[src/rtl/led_sequencer.sv]
// LED pattern sequencer driven by the one-second timer: counts timer ticks and
// steps one of four LED patterns every DWELL_SEC ticks, with run/pause/stop control.
module led_sequencer #(
  parameter int unsigned NUM_LEDS  = 8,
  parameter int unsigned DWELL_SEC = 1
) (
  input  logic                clk,
  input  logic                rst,
  input  logic                start,
  input  logic                pause,
  input  logic                stop,
  input  logic [1:0]          mode,
  input  logic                tick,
  output logic                timer_en,
  output logic [NUM_LEDS-1:0] leds,
  output logic                busy,
  output logic                step_pulse,
  output logic                wrap_pulse
);

  localparam int unsigned CntW = (DWELL_SEC > 1) ? $clog2(DWELL_SEC) : 1;
  localparam logic [CntW-1:0] CntMax = CntW'(DWELL_SEC - 1);

  typedef enum logic [1:0] {StIdle, StRun, StHold} state_e;

  state_e              state_q;
  logic [1:0]          mode_q;
  logic                dir_q;  // bounce direction, 1 = towards bit N-1
  logic [CntW-1:0]     cnt_q;
  logic [NUM_LEDS-1:0] nxt_leds;
  logic                nxt_dir;

  function automatic logic [NUM_LEDS-1:0] init_pat(input logic [1:0] m);
    logic [NUM_LEDS-1:0] p;
    unique case (m)
      2'd0, 2'd1: p = NUM_LEDS'(1);
      2'd2:       p = '1;
      default:    p = '0;
    endcase
    return p;
  endfunction

  always_comb begin
    nxt_leds = leds;
    nxt_dir  = dir_q;
    unique case (mode_q)
      2'd0: nxt_leds = {leds[NUM_LEDS-2:0], leds[NUM_LEDS-1]};
      2'd1: begin
        // Reverse on reaching an end so the end position is shown only once.
        if (dir_q) begin
          nxt_leds = leds << 1;
          nxt_dir  = ~nxt_leds[NUM_LEDS-1];
        end else begin
          nxt_leds = leds >> 1;
          nxt_dir  = nxt_leds[0];
        end
      end
      2'd2:    nxt_leds = ~leds;
      default: nxt_leds = leds + NUM_LEDS'(1);
    endcase
  end

  always_ff @(posedge clk) begin
    if (rst) begin
      state_q    <= StIdle;
      mode_q     <= 2'd0;
      dir_q      <= 1'b1;
      cnt_q      <= '0;
      leds       <= '0;
      timer_en   <= 1'b0;
      busy       <= 1'b0;
      step_pulse <= 1'b0;
      wrap_pulse <= 1'b0;
    end else begin
      step_pulse <= 1'b0;
      wrap_pulse <= 1'b0;
      unique case (state_q)
        StIdle: begin
          if (start && !stop) begin
            state_q  <= StRun;
            mode_q   <= mode;
            dir_q    <= 1'b1;
            cnt_q    <= '0;
            leds     <= init_pat(mode);
            timer_en <= 1'b1;
            busy     <= 1'b1;
          end
        end
        StRun: begin
          if (stop) begin
            state_q  <= StIdle;
            leds     <= '0;
            timer_en <= 1'b0;
            busy     <= 1'b0;
          end else begin
            if (tick) begin
              if (cnt_q == CntMax) begin
                cnt_q      <= '0;
                leds       <= nxt_leds;
                dir_q      <= nxt_dir;
                step_pulse <= 1'b1;
                wrap_pulse <= (nxt_leds == init_pat(mode_q));
              end else begin
                cnt_q <= cnt_q + CntW'(1);
              end
            end
            if (pause) begin
              state_q  <= StHold;
              timer_en <= 1'b0;
            end
          end
        end
        StHold: begin
          if (stop) begin
            state_q  <= StIdle;
            leds     <= '0;
            busy     <= 1'b0;
          end else if (pause) begin
            state_q  <= StRun;
            timer_en <= 1'b1;
          end
        end
        default: state_q <= StIdle;
      endcase
    end
  end

endmodule

[config.mk]
export PLATFORM = sky130hd
export DESIGN_NAME = led_sequencer
export DESIGN_NICKNAME = d
export VERILOG_FILES = /design/src/rtl/led_sequencer.sv
export SDC_FILE = /design/constraint.sdc
export NUM_CORES = 1
export LEC_CHECK = 0
export CORE_MARGIN = 10
export CORE_UTILIZATION = 45
export CTS_CLUSTER_SIZE = 14
export DETAILED_ROUTE_END_ITERATION = 10
export PLACE_DENSITY = 0.66
export RECOVER_POWER = 100
export SYNTH_ARGS = -nofsm -noshare
export SYNTH_HDL_FRONTEND = slang
export SYNTH_SLANG_ARGS = --single-unit
export TNS_END_PERCENT = 10
[constraint.sdc]
create_clock -name clk -period 3.3 [get_ports clk]
set_input_delay 0.495 -clock clk [delete_from_list [all_inputs] [get_ports clk]]
set_output_delay 0.495 -clock clk [all_outputs]
set_load 0.02 [all_outputs]
==> parameters.txt <==
Parameter                              Value

Run status
  Run status ... completed

Pwr
  Static power due to leakage ... 0.586 nW
  Part of the total power dissipated in sequential elements ... 40.6%
  Sw power ... between 0.0003 and 0.0004 W
  Internal Pwr Total ... 0.000426 W
  VDD IR-drop max ... 0.000320 V
  Power density of the placed cells ... between 400 and 500 mW/mm²
  Part of the total power dissipated in the clock network ... 16.0%
  Comb power frac ... 43.4%
  Switching portion of total power ... 41.8%
  Total chip power ... approximately 0.00073 W

Floorplanning
  Die extent in y ... roughly 75 µm
  Number of core rows ... 19
  Starting utilization of the core area ... 48.0%
  Ports placed on the boundary ... 20
  Chip Width ... 74.9 µm
  Die ar. ... about 0.0056 mm²
  Total core area ... 0.00283 mm²

Detailed routing
  DRC marker count from the first detailed-route iteration ... 179
  Detailed-route wire length per cell ... 16.9 µm
  Number of nets with antenna violations after detailed routing ... 0
  Routed vias/inst ... 6.22
  Final routed DRC violation total ... 0
  Final WL ... 3650 µm
  Count of vias placed by the detailed router ... 1344
  Number of detailed-route iterations in the first pass ... 4

GRT
  Initial antenna violation count ... 0
  Total GRT Usage ... between 10 and 15%
  Maximum number of pins on one net before global-route repair ... 21
  Global-route congestion overflow total ... 0
  Via count of the first global-routing pass ... 1257
  First-pass GRT wire length ... 6090 µm

Synth
  Post-synthesis sequential element count ... 17
  Area share of the leading cell type in the synthesized netlist ... 25.1%
  Register area share after synthesis ... between 20 and 30%
  Top cells by area in the synthesized netlist ... sky130_fd_sc_hd__dfxtp_1, sky130_fd_sc_hd__a221oi_1, sky130_fd_sc_hd__ha_1
  Number of enable flip-flop cells after synthesis ... 0
  Synthesized instance count ... 172
  Net count of the mapped netlist ... about 190
  Mean Syn Cell Area ... 7.89 µm²
  Top flip-flop cell by instance count after synthesis ... sky130_fd_sc_hd__dfxtp_1
  Largest area contributor in the synthesized netlist ... sky130_fd_sc_hd__dfxtp_1
  Synthesized area ... 0.00136 mm²
  Total number of yosys warnings ... 0
  Post-synthesis cell type count ... 50
  Ys async rst share ... 0%

Critical path
  Cell with the largest stage delay on the worst path ... sky130_fd_sc_hd__dlygate4sd3_1
  Largest fanout on the critical path ... 12
  Setup crit start kind ... input port
  Data required time at the worst endpoint ... 3450 ps
  Delay of the slowest critical-path stage ... 680 ps
  Nature of the critical path endpoint ... register
  Data arrival time of the critical path ... 2870 ps
  Class of the most critical setup path ... in2reg
  Sequence of cells on the critical path ... dlygate4sd3_1 > nand2b_1 > a21oi_1 > o21ai_0 > nor2_1 > a221oi_1

Timing
  Final setup viols ... 0
  Worst slew slack as a fraction of its limit ... 23.7%
  Period minus WS final ... 2730 ps
  Actual transition at the worst max-transition pin ... 1130 ps
  Layout Skew ... 17.6 ps
  Final hold slack ... between 500 and 600 ps
  Final count of hold timing violations ... 0
  Total Neg Setup Slack ... 0 ps
  Crit share post-route ... 82.7%
  Max frequency ... 366 MHz
  Number of max-slew violations in the final report ... 0
  Unrepaired setup endpoints after global routing ... false

Placement
  Placer congestion estimate ... 0.836
  Cell area after placement ... 0.00153 mm²
  Number of buffers added on ports ... 19
  DP HPWL ... 2730 µm

Clocking
  Clock tree root buffer cell ... sky130_fd_sc_hd__clkbuf_4
  Number of clock buffers inserted by TritonCTS ... 3
  # clock sinks ... 17
  Resize count post-CTS ... 0
  Clock slew at the register clock pins of the worst setup and hold paths ... 120 ps
  H-tree depth ... 1
  Post-CTS setup-driven buffer insertion count ... 0
  Clk Latency, worst-skew pair ... 300 ps
  Clock tree from TritonCTS ... done
  Max clock buf depth ... 2
  Hold-fix buffer count after cts ... 0

Final layout
  Post-route cell area ... 0.00156 mm²
  Share of layout cells above drive strength 1 ... approximately 5.4%
  Synthesis-to-layout area growth ... 14.6%
  Number of inserted diodes ... 0
  Net count, final ... a little under 200

Flow run
  Number of max-cap violations ... 0

Min path
  Worst hold path type ... reg2reg
==> Yosys cell counts (2+ instances only) <==
master and instances:
sky130_fd_sc_hd__xnor2_1 2, sky130_fd_sc_hd__o21ai_0 3, sky130_fd_sc_hd__nand3_1 5, sky130_fd_sc_hd__nor3b_1 5, sky130_fd_sc_hd__buf_2 4, sky130_fd_sc_hd__nand2b_1 7, sky130_fd_sc_hd__inv_1 13, sky130_fd_sc_hd__a22oi_1 2
sky130_fd_sc_hd__buf_6 3, sky130_fd_sc_hd__nor4_1 2, sky130_fd_sc_hd__a221o_1 2, sky130_fd_sc_hd__mux2i_1 6, sky130_fd_sc_hd__a21oi_1 9, sky130_fd_sc_hd__a221oi_1 8, sky130_fd_sc_hd__nand2_1 13, sky130_fd_sc_hd__nor2_1 11
sky130_fd_sc_hd__dfxtp_1 17, sky130_fd_sc_hd__clkbuf_1 4, sky130_fd_sc_hd__nor2b_1 5, sky130_fd_sc_hd__a211oi_1 7, sky130_fd_sc_hd__a31oi_1 3, sky130_fd_sc_hd__nand3b_1 5, sky130_fd_sc_hd__ha_1 5, sky130_fd_sc_hd__nand4_1 2
sky130_fd_sc_hd__nor3_1 2, sky130_fd_sc_hd__o22ai_1 3
==> power groups by stage <==
stage	Combinational, W	Sequential (W)	Clock, W
2_1_floorplan	0.000215	0.000302	0
3_3_place_gp	0.000321	0.000301	0
3_5_place_dp	0.000326	0.000300	0
4_1_cts	0.000328	0.000295	0.000119
5_1_grt	0.000352	0.000303	0.000127
6_report	0.000318	0.000297	0.000117
==> worst paths after layout <==
| kind | start | to | slack [ps] | cells past startpoint |
|---|---|---|---|---|
| min reg2reg | busy | busy | 540 | 2 |
| max reg2reg | state_q[0] | leds[7] | 820 | 5 |
| min | busy | busy | 540 | 2 |
| max | stop | leds[7] | 570 | 6 |
==> per-stage QoR <==
stage | worst slack, ps | instances | util [%]
after floorplan | 1370 | 172 | -
after global placement | 574 | 212 | 54.0
after detailed placement | 371 | 212 | 54.0
after CTS | 689 | 216 | 55.0
after global routing | 406 | 216 | 55.0
final | 571 | 216 | 55.0
==> routing by layer <==
metal / global-route usage [%] / wire, µm / up-vias
met3: 4.20 / 359 / 4
met5: 0 / 0 / -
li1: - / - / 669
met4: 1.68 / 13 / 0
met2: 21.2 / 1640 / 50
met1: 17.7 / 1630 / 621
==> registers in the layout (all words and copies together), names as in the netlist <==
register / cells
busy: 1
timer_en: 1
dir_q: 1
step_pulse: 1
mode_q: 2
leds: 8
state_q: 2
wrap_pulse: 1
==> final cells by class <==
type                       instances  area, µm²
inverter                          14       55.1
multi-input combinational        129        890
fill                             265       1270
clock buffer                       4       26.3
tap                               31       38.8
timing repair buffer              21        205
sequential                        17        340
==> layout by cell type (no fill, tap or decap), types with 2 or more instances in the layout <==
master                            synthesis  routed
sky130_fd_sc_hd__a22oi_1                  2       2
sky130_fd_sc_hd__a21oi_1                  9       9
sky130_fd_sc_hd__buf_4                    0       2
sky130_fd_sc_hd__a31oi_1                  3       3
sky130_fd_sc_hd__nand3_1                  5       5
sky130_fd_sc_hd__a211oi_1                 7       7
sky130_fd_sc_hd__clkdlybuf4s50_1          0       6
sky130_fd_sc_hd__inv_1                   13      13
sky130_fd_sc_hd__dlygate4sd3_1            0      13
sky130_fd_sc_hd__xnor2_1                  2       2
sky130_fd_sc_hd__a221oi_1                 8       8
sky130_fd_sc_hd__mux2i_1                  6       6
sky130_fd_sc_hd__ha_1                     5       5
sky130_fd_sc_hd__nand4_1                  2       2
sky130_fd_sc_hd__dfxtp_1                 17      17
sky130_fd_sc_hd__nor3b_1                  5       5
sky130_fd_sc_hd__nor3_1                   2       2
sky130_fd_sc_hd__nor2b_1                  5       5
sky130_fd_sc_hd__a221o_1                  2       2
sky130_fd_sc_hd__nand3b_1                 5       5
sky130_fd_sc_hd__clkbuf_4                 0       3
sky130_fd_sc_hd__o22ai_1                  3       3
sky130_fd_sc_hd__o21ai_0                  3       3
sky130_fd_sc_hd__nand2b_1                 7       7
sky130_fd_sc_hd__nand2_1                 13      13
sky130_fd_sc_hd__nor4_1                   2       2
sky130_fd_sc_hd__nor2_1                  11      11
==> critical path: cells and delay by family <==
family | cells | cell delay (ps)
buffers and inverters | 1 | 680
AND/OR/NAND/NOR | 2 | 730
AO/OA/AOI/OAI | 3 | 970
==> kinds of logic (layout without fill, tap and decap cells) <==
family | count (synthesis) | after routing | synth area share, %
and+or+nand+nor | 65 | 65 | 26.6
AOI/OAI and AO/OA | 51 | 51 | 28.6
buffers and inverters | 26 | 39 | 9.40
DFF | 17 | 17 | 25.1
muxes | 6 | 6 | 4.42
adders and majority gates | 5 | 5 | 4.61
xor gates and xnor gates | 2 | 2 | 1.29
Note: power is estimated with default switching activity, not from simulation.
